--- config.mk ---
export PLATFORM = sky130hd
export DESIGN_NAME = param_stack
export DESIGN_NICKNAME = d
export VERILOG_FILES = /design/src/rtl/stack_pkg.sv /design/src/rtl/stack_mem.sv /design/src/rtl/param_stack.sv
export SDC_FILE = /design/constraint.sdc
export NUM_CORES = 1
export LEC_CHECK = 0
export CAP_MARGIN = 20
export CORE_AREA = 2 2 78 80
export DETAILED_ROUTE_END_ITERATION = 10
export DIE_AREA = 0 0 80 82
export GPL_TIMING_DRIVEN = 1
export HOLD_SLACK_MARGIN = 0.1
export SKIP_LAST_GASP = 1
export SYNTH_ARGS = -nofsm -noshare
export SYNTH_HDL_FRONTEND = slang
export SYNTH_SLANG_ARGS = --single-unit
--- constraint.sdc ---
create_clock -name Clk -period 3.8 [get_ports Clk]
set_input_delay 0.76 -clock Clk [delete_from_list [all_inputs] [get_ports Clk]]
set_output_delay 0.76 -clock Clk [all_outputs]
set_load 0.03 [all_outputs]
--- src/rtl/stack_pkg.sv ---
// Shared definitions for the parameterised LIFO stack: default sizes,
// occupancy-counter width and the per-edge operation codes.
package stack_pkg;

   localparam int DATA_W_DEF = 4;
   localparam int DEPTH_DEF  = 8;

   // Width needed to hold every occupancy value 0..depth inclusive.
   function automatic int cnt_w(input int depth);
      return $clog2(depth + 1);
   endfunction

   // Operation selected on an edge; REPLACE is simultaneous push and pop.
   typedef enum logic [2:0] {
      IDLE,
      PUSH,
      POP,
      REPLACE,
      CLEAR
   } op_e;

endpackage

--- src/rtl/stack_mem.sv ---
// Stack storage: DEPTH x DATA_W array, one synchronous write port and one
// asynchronous read port. Contents are deliberately not reset.
module stack_mem #(
   parameter int DATA_W = 4,
   parameter int DEPTH  = 8,
   parameter int AW     = $clog2(DEPTH)
) (
   input  logic              clk_i,
   input  logic              we_i,
   input  logic [AW-1:0]     waddr_i,
   input  logic [DATA_W-1:0] wdata_i,
   input  logic [AW-1:0]     raddr_i,
   output logic [DATA_W-1:0] rdata_o
);

   logic [DATA_W-1:0] mem_q [DEPTH];

   // Single write port; the caller guarantees waddr_i < DEPTH when we_i is high.
   always_ff @(posedge clk_i) begin
      if (we_i) begin
         mem_q[waddr_i] <= wdata_i;
      end
   end

   assign rdata_o = mem_q[raddr_i];

endmodule

--- src/rtl/param_stack.sv ---
// Parameterised LIFO stack with registered pop data, a combinational top
// peek, occupancy flags and one-cycle overflow/underflow pulses.
module param_stack
   import stack_pkg::*;
#(
   parameter int DATA_W = DATA_W_DEF,
   parameter int DEPTH  = DEPTH_DEF
) (
   input  logic                      Clk,
   input  logic                      Rst,
   input  logic [DATA_W-1:0]         Data_In,
   input  logic                      Push,
   input  logic                      Pop,
   input  logic                      Clear,
   output logic [DATA_W-1:0]         Data_Out,
   output logic                      Pop_Valid,
   output logic [DATA_W-1:0]         Top,
   output logic [cnt_w(DEPTH)-1:0]   Count,
   output logic                      Full,
   output logic                      Empty,
   output logic                      Overflow,
   output logic                      Underflow
);

   localparam int CNT_W = cnt_w(DEPTH);
   localparam int AW    = $clog2(DEPTH);
   localparam logic [CNT_W-1:0] DEPTH_C = CNT_W'(DEPTH);
   localparam logic [CNT_W-1:0] ONE_C   = CNT_W'(1);

   logic [CNT_W-1:0]  count_q, count_d;
   logic [DATA_W-1:0] dout_q, dout_d;
   logic              pop_valid_q, pop_valid_d;
   logic              ovf_q, ovf_d;
   logic              unf_q, unf_d;

   op_e               op;
   logic              empty, full;
   logic [CNT_W-1:0]  top_idx;
   logic              we, mem_we;
   logic [AW-1:0]     waddr, raddr;
   logic [DATA_W-1:0] rdata;

   // Flags come from the registered count only, never from the request inputs.
   assign empty   = (count_q == '0);
   assign full    = (count_q == DEPTH_C);
   assign top_idx = count_q - ONE_C;
   // Read address parked at 0 when empty so it never points outside the array.
   assign raddr   = empty ? '0 : AW'(top_idx);
   // A write on the same edge as a reset is discarded along with the op.
   assign mem_we  = we & ~Rst;

   stack_mem #(
      .DATA_W (DATA_W),
      .DEPTH  (DEPTH),
      .AW     (AW)
   ) u_mem (
      .clk_i   (Clk),
      .we_i    (mem_we),
      .waddr_i (waddr),
      .wdata_i (Data_In),
      .raddr_i (raddr),
      .rdata_o (rdata)
   );

   // Decode request lines by priority: clear, replace, push, pop, idle.
   always_comb begin
      op = IDLE;
      if (Clear) begin
         op = CLEAR;
      end else if (Push && Pop) begin
         op = REPLACE;
      end else if (Push) begin
         op = PUSH;
      end else if (Pop) begin
         op = POP;
      end
   end

   // Next-state for count, pop data, pulses and the storage write port.
   always_comb begin
      count_d     = count_q;
      dout_d      = dout_q;
      pop_valid_d = 1'b0;
      ovf_d       = 1'b0;
      unf_d       = 1'b0;
      we          = 1'b0;
      waddr       = AW'(count_q);
      unique case (op)
         CLEAR: begin
            count_d = '0;
         end
         REPLACE: begin
            pop_valid_d = 1'b1;
            if (empty) begin
               // Nothing stored: the pushed word passes straight through.
               dout_d = Data_In;
            end else begin
               dout_d = rdata;
               we     = 1'b1;
               waddr  = AW'(top_idx);
            end
         end
         PUSH: begin
            if (full) begin
               ovf_d = 1'b1;
            end else begin
               we      = 1'b1;
               waddr   = AW'(count_q);
               count_d = count_q + ONE_C;
            end
         end
         POP: begin
            if (empty) begin
               unf_d = 1'b1;
            end else begin
               dout_d      = rdata;
               count_d     = top_idx;
               pop_valid_d = 1'b1;
            end
         end
         default: begin
         end
      endcase
   end

   // Control and output registers; reset takes effect immediately.
   always_ff @(posedge Clk or posedge Rst) begin
      if (Rst) begin
         count_q     <= '0;
         dout_q      <= '0;
         pop_valid_q <= 1'b0;
         ovf_q       <= 1'b0;
         unf_q       <= 1'b0;
      end else begin
         count_q     <= count_d;
         dout_q      <= dout_d;
         pop_valid_q <= pop_valid_d;
         ovf_q       <= ovf_d;
         unf_q       <= unf_d;
      end
   end

   assign Data_Out  = dout_q;
   assign Pop_Valid = pop_valid_q;
   assign Count     = count_q;
   assign Full      = full;
   assign Empty     = empty;
   assign Overflow  = ovf_q;
   assign Underflow = unf_q;
   assign Top       = empty ? '0 : rdata;

endmodule

==> results.sh <==
export IMPL_status="finished clean"
export IMPL_cp_max_fo=16
export IMPL_place_port_buffers=25
export IMPL_dp_final_hpwl_mm=3.59
export IMPL_p_leak_nw=0.994
export IMPL_finalHoldViolCount=0
export IMPL_period_share_pct=95.2
export IMPL_antenna_found_initial=0
export IMPL_nets=220
export IMPL_critPathArrivalTime_ps=2860
export IMPL_period_needed_ps=3620
export IMPL_ys_types=50
export IMPL_grt_usage_pct=15.3
export IMPL_setup_violations=0
export IMPL_ioPinCount=26
export IMPL_worst_path_buf_inv=3
export IMPL_avgSynthCellArea_sq_um=12.8
export IMPL_grt_pass1_vias=1484
export IMPL_worstPathRequired_ps=3040
export IMPL_fin_skew_ps=11.8
export IMPL_initial_core_util_pct=38.2
export IMPL_slowest_stage="dfrtp_1"
export IMPL_synthMuxAreaShare_pct=11.0
export IMPL_drive_gt1_share_pct=18.2
export IMPL_clkTransAtPathRegs_ps=90
export IMPL_power_share_sequential_pct=43.2
export IMPL_irDropWorstVdd_v=0.000217
export IMPL_hold_path_class="reg2reg"
export IMPL_grt_pass1_wl_mm=7.48
export IMPL_synth_warnings=0
export IMPL_numCtsBuffers=5
export IMPL_syn_num_nets=183
export IMPL_post_cts_buffers=0
export IMPL_core_area_sq_um=5750
export IMPL_synth_top_family_by_area="compound AO/OA/AOI/OAI gates"
export IMPL_p_sw_share_pct=33.7
export IMPL_critPathKind="reg2out"
export IMPL_syn_to_final_growth_pct=21.3
export IMPL_rsz0062_at_grt="no"
export IMPL_setup_tns_final_ps=0
export IMPL_maxCapViolations=0
export IMPL_comb_power_share_pct=33.1
export IMPL_ant_nets=0
export IMPL_via_per_inst=5.43
export IMPL_cp_top_family="compound AO/OA/AOI/OAI gates"
export IMPL_internal_power_mw=0.839
export IMPL_drc_errors=0
export IMPL_h_tree_depth=2
export IMPL_p_per_area_nw_per_um2=476
export IMPL_die_area_sq_um=6560
export IMPL_clock_sinks=43
export IMPL_cts_tree="done"
export IMPL_rows=28
export IMPL_vias=1543
export IMPL_synth_edf_count=32
export IMPL_n_fill_cell=512
export IMPL_root_buffer="clkbuf_8"
export IMPL_first_pass_iters=4
export IMPL_postCtsHoldBufs=0
export IMPL_endpoint_kind="output port"
export IMPL_slowest_delay_ps=470
export IMPL_p_switching_mw=0.426
export IMPL_holdWs_ps=523
export IMPL_mostFrequentLayoutCell="edfxtp_1"
export IMPL_synth_ff_type="edfxtp_1"
export IMPL_tightest_slew_ps=512
export IMPL_clk_latency_ps=290
export IMPL_synth_compound_area_share_pct=13.5
export IMPL_syn_cell_area_sq_um=2190
export IMPL_clkPwrFrac_pct=23.8
export IMPL_diodes=0
export IMPL_final_cell_mix="32 x edfxtp_1, 21 x clkdlybuf4s50_1, 18 x buf_4"
export IMPL_fp_dieW_um=80
export IMPL_synth_simple_area_share_pct=11.4
export IMPL_yosysSeqAreaShare_pct=56.4
export IMPL_synth_adder_area_share_pct=1.71
export IMPL_ys_ff_latch=43
export IMPL_place_congestion=0.811
export IMPL_crit_path_start_kind="register"
export IMPL_wire_per_inst_um=16.9
export IMPL_grt_max_degree=18
export IMPL_cp_cell_sequence="inv_1 > ha_1 > or3b_1 > ha_1 > buf_4 > mux2i_1 > a2111oi_0 > a31oi_1 > a21oi_1 > buf_4"
export IMPL_clk_path_buf_depth=2
export IMPL_synth_xor_area_share_pct=0.799
export IMPL_max_freq_mhz=277
export IMPL_power_mw=1.27
export IMPL_gr_total_overflow=0
export IMPL_wl_mm=4.81
export IMPL_drt_iter0_markers=125
export IMPL_cts_resized=0
export IMPL_finalMaxSlewViolations=0
export IMPL_die_height_um=82
export IMPL_async_flop_share_pct=25.6
export IMPL_syn_inst=171
export IMPL_slew_headroom_pct=65.6
synthesized netlist by cell type (4+ instances only):
library cell / number / area, sq um
nor3_1: 10 / 50.1
mux2i_1: 14 / 140
nor2b_1: 5 / 31.3
nand2_1: 7 / 26.3
o21ai_1: 4 / 20.0
nor2_1: 6 / 22.5
a21oi_1: 4 / 20.0
o21ai_0: 5 / 25.0
edfxtp_1: 32 / 961
dfrtp_1: 11 / 275
inv_1: 10 / 37.5
worst register-to-register path, delay by kind of cell, from the launching register on:
family | cells | cell delay, ps
buf+inv | 2 | 320
fa+ha+maj | 2 | 470
flops | 1 | 470
simple gates | 4 | 1080
final timing paths:
path                                         start                           to  slack (ps)  cells after the start
max                           Count[0]$_DFFE_PP0P_                       Top[2]         180                     10
min                        Data_Out[0]$_DFFE_PP0P_      Data_Out[0]$_DFFE_PP0P_         520                      2
max reg2reg                   Count[0]$_DFFE_PP0P_  u_mem.mem_q[4][2]$_DFFE_PP_        1180                      8
min reg2reg                Data_Out[0]$_DFFE_PP0P_      Data_Out[0]$_DFFE_PP0P_         520                      2
max in group asynchronous                      Rst      Data_Out[0]$_DFFE_PP0P_        2680                      2
min in group asynchronous                      Rst         Count[0]$_DFFE_PP0P_         820                      2
power groups by stage:
stage	logic, mW	registers (mW)	clock network (mW)
finish	0.419	0.546	0.301
global route	0.451	0.550	0.325
CTS	0.419	0.547	0.309
detailed placement	0.419	0.557	0
global placement	0.414	0.556	0
floorplan	0.250	0.596	0
registers in the layout, summed over array words and instances, names as in the netlist:
register and cells:
Count 4, Data_Out 4, Overflow 1, Pop_Valid 1, Underflow 1, u_mem.mem_q 32
final cells by class:
type | instances | area (sq um) | area share, %
multi-input combinational | 108 | 842 | 31.7
timing repair buffer | 39 | 345 | 13.0
clock buffer | 5 | 68.8 | 2.59
clock inverter | 3 | 26.3 | 0.988
inverter | 11 | 46.3 | 1.74
sequential | 43 | 1240 | 46.5
tap | 75 | 93.8 | 3.53
cell families after synthesis:
logic type	count (synthesis)
buffers and inverters	20
adder cells (fa/ha/maj)	3
multiplexers	20
AO/OA/AOI/OAI	39
flip-flops	43
AND/OR/NAND/NOR	44
XOR/XNOR	2
per-stage QoR:
stage               utilization, %  area, sq um  setup slack, ps  std cells
floorplan                        -         2190              219        171
global placement              44.6         2560              574        276
detailed placement            44.6         2560              528        276
CTS                           46.3         2660              195        284
global route                  46.3         2660             10.2        284
finish                        46.3         2660              184        284
metal layers:
metal  GRT usage, %  vias up  wire (um)
li1               -      731          -
met2           24.8       55       2350
met3           4.07        9        243
met1           19.6      748       2140
met4           6.10        0         75
met5              0        -          0
(Power assumes the default switching activity.)
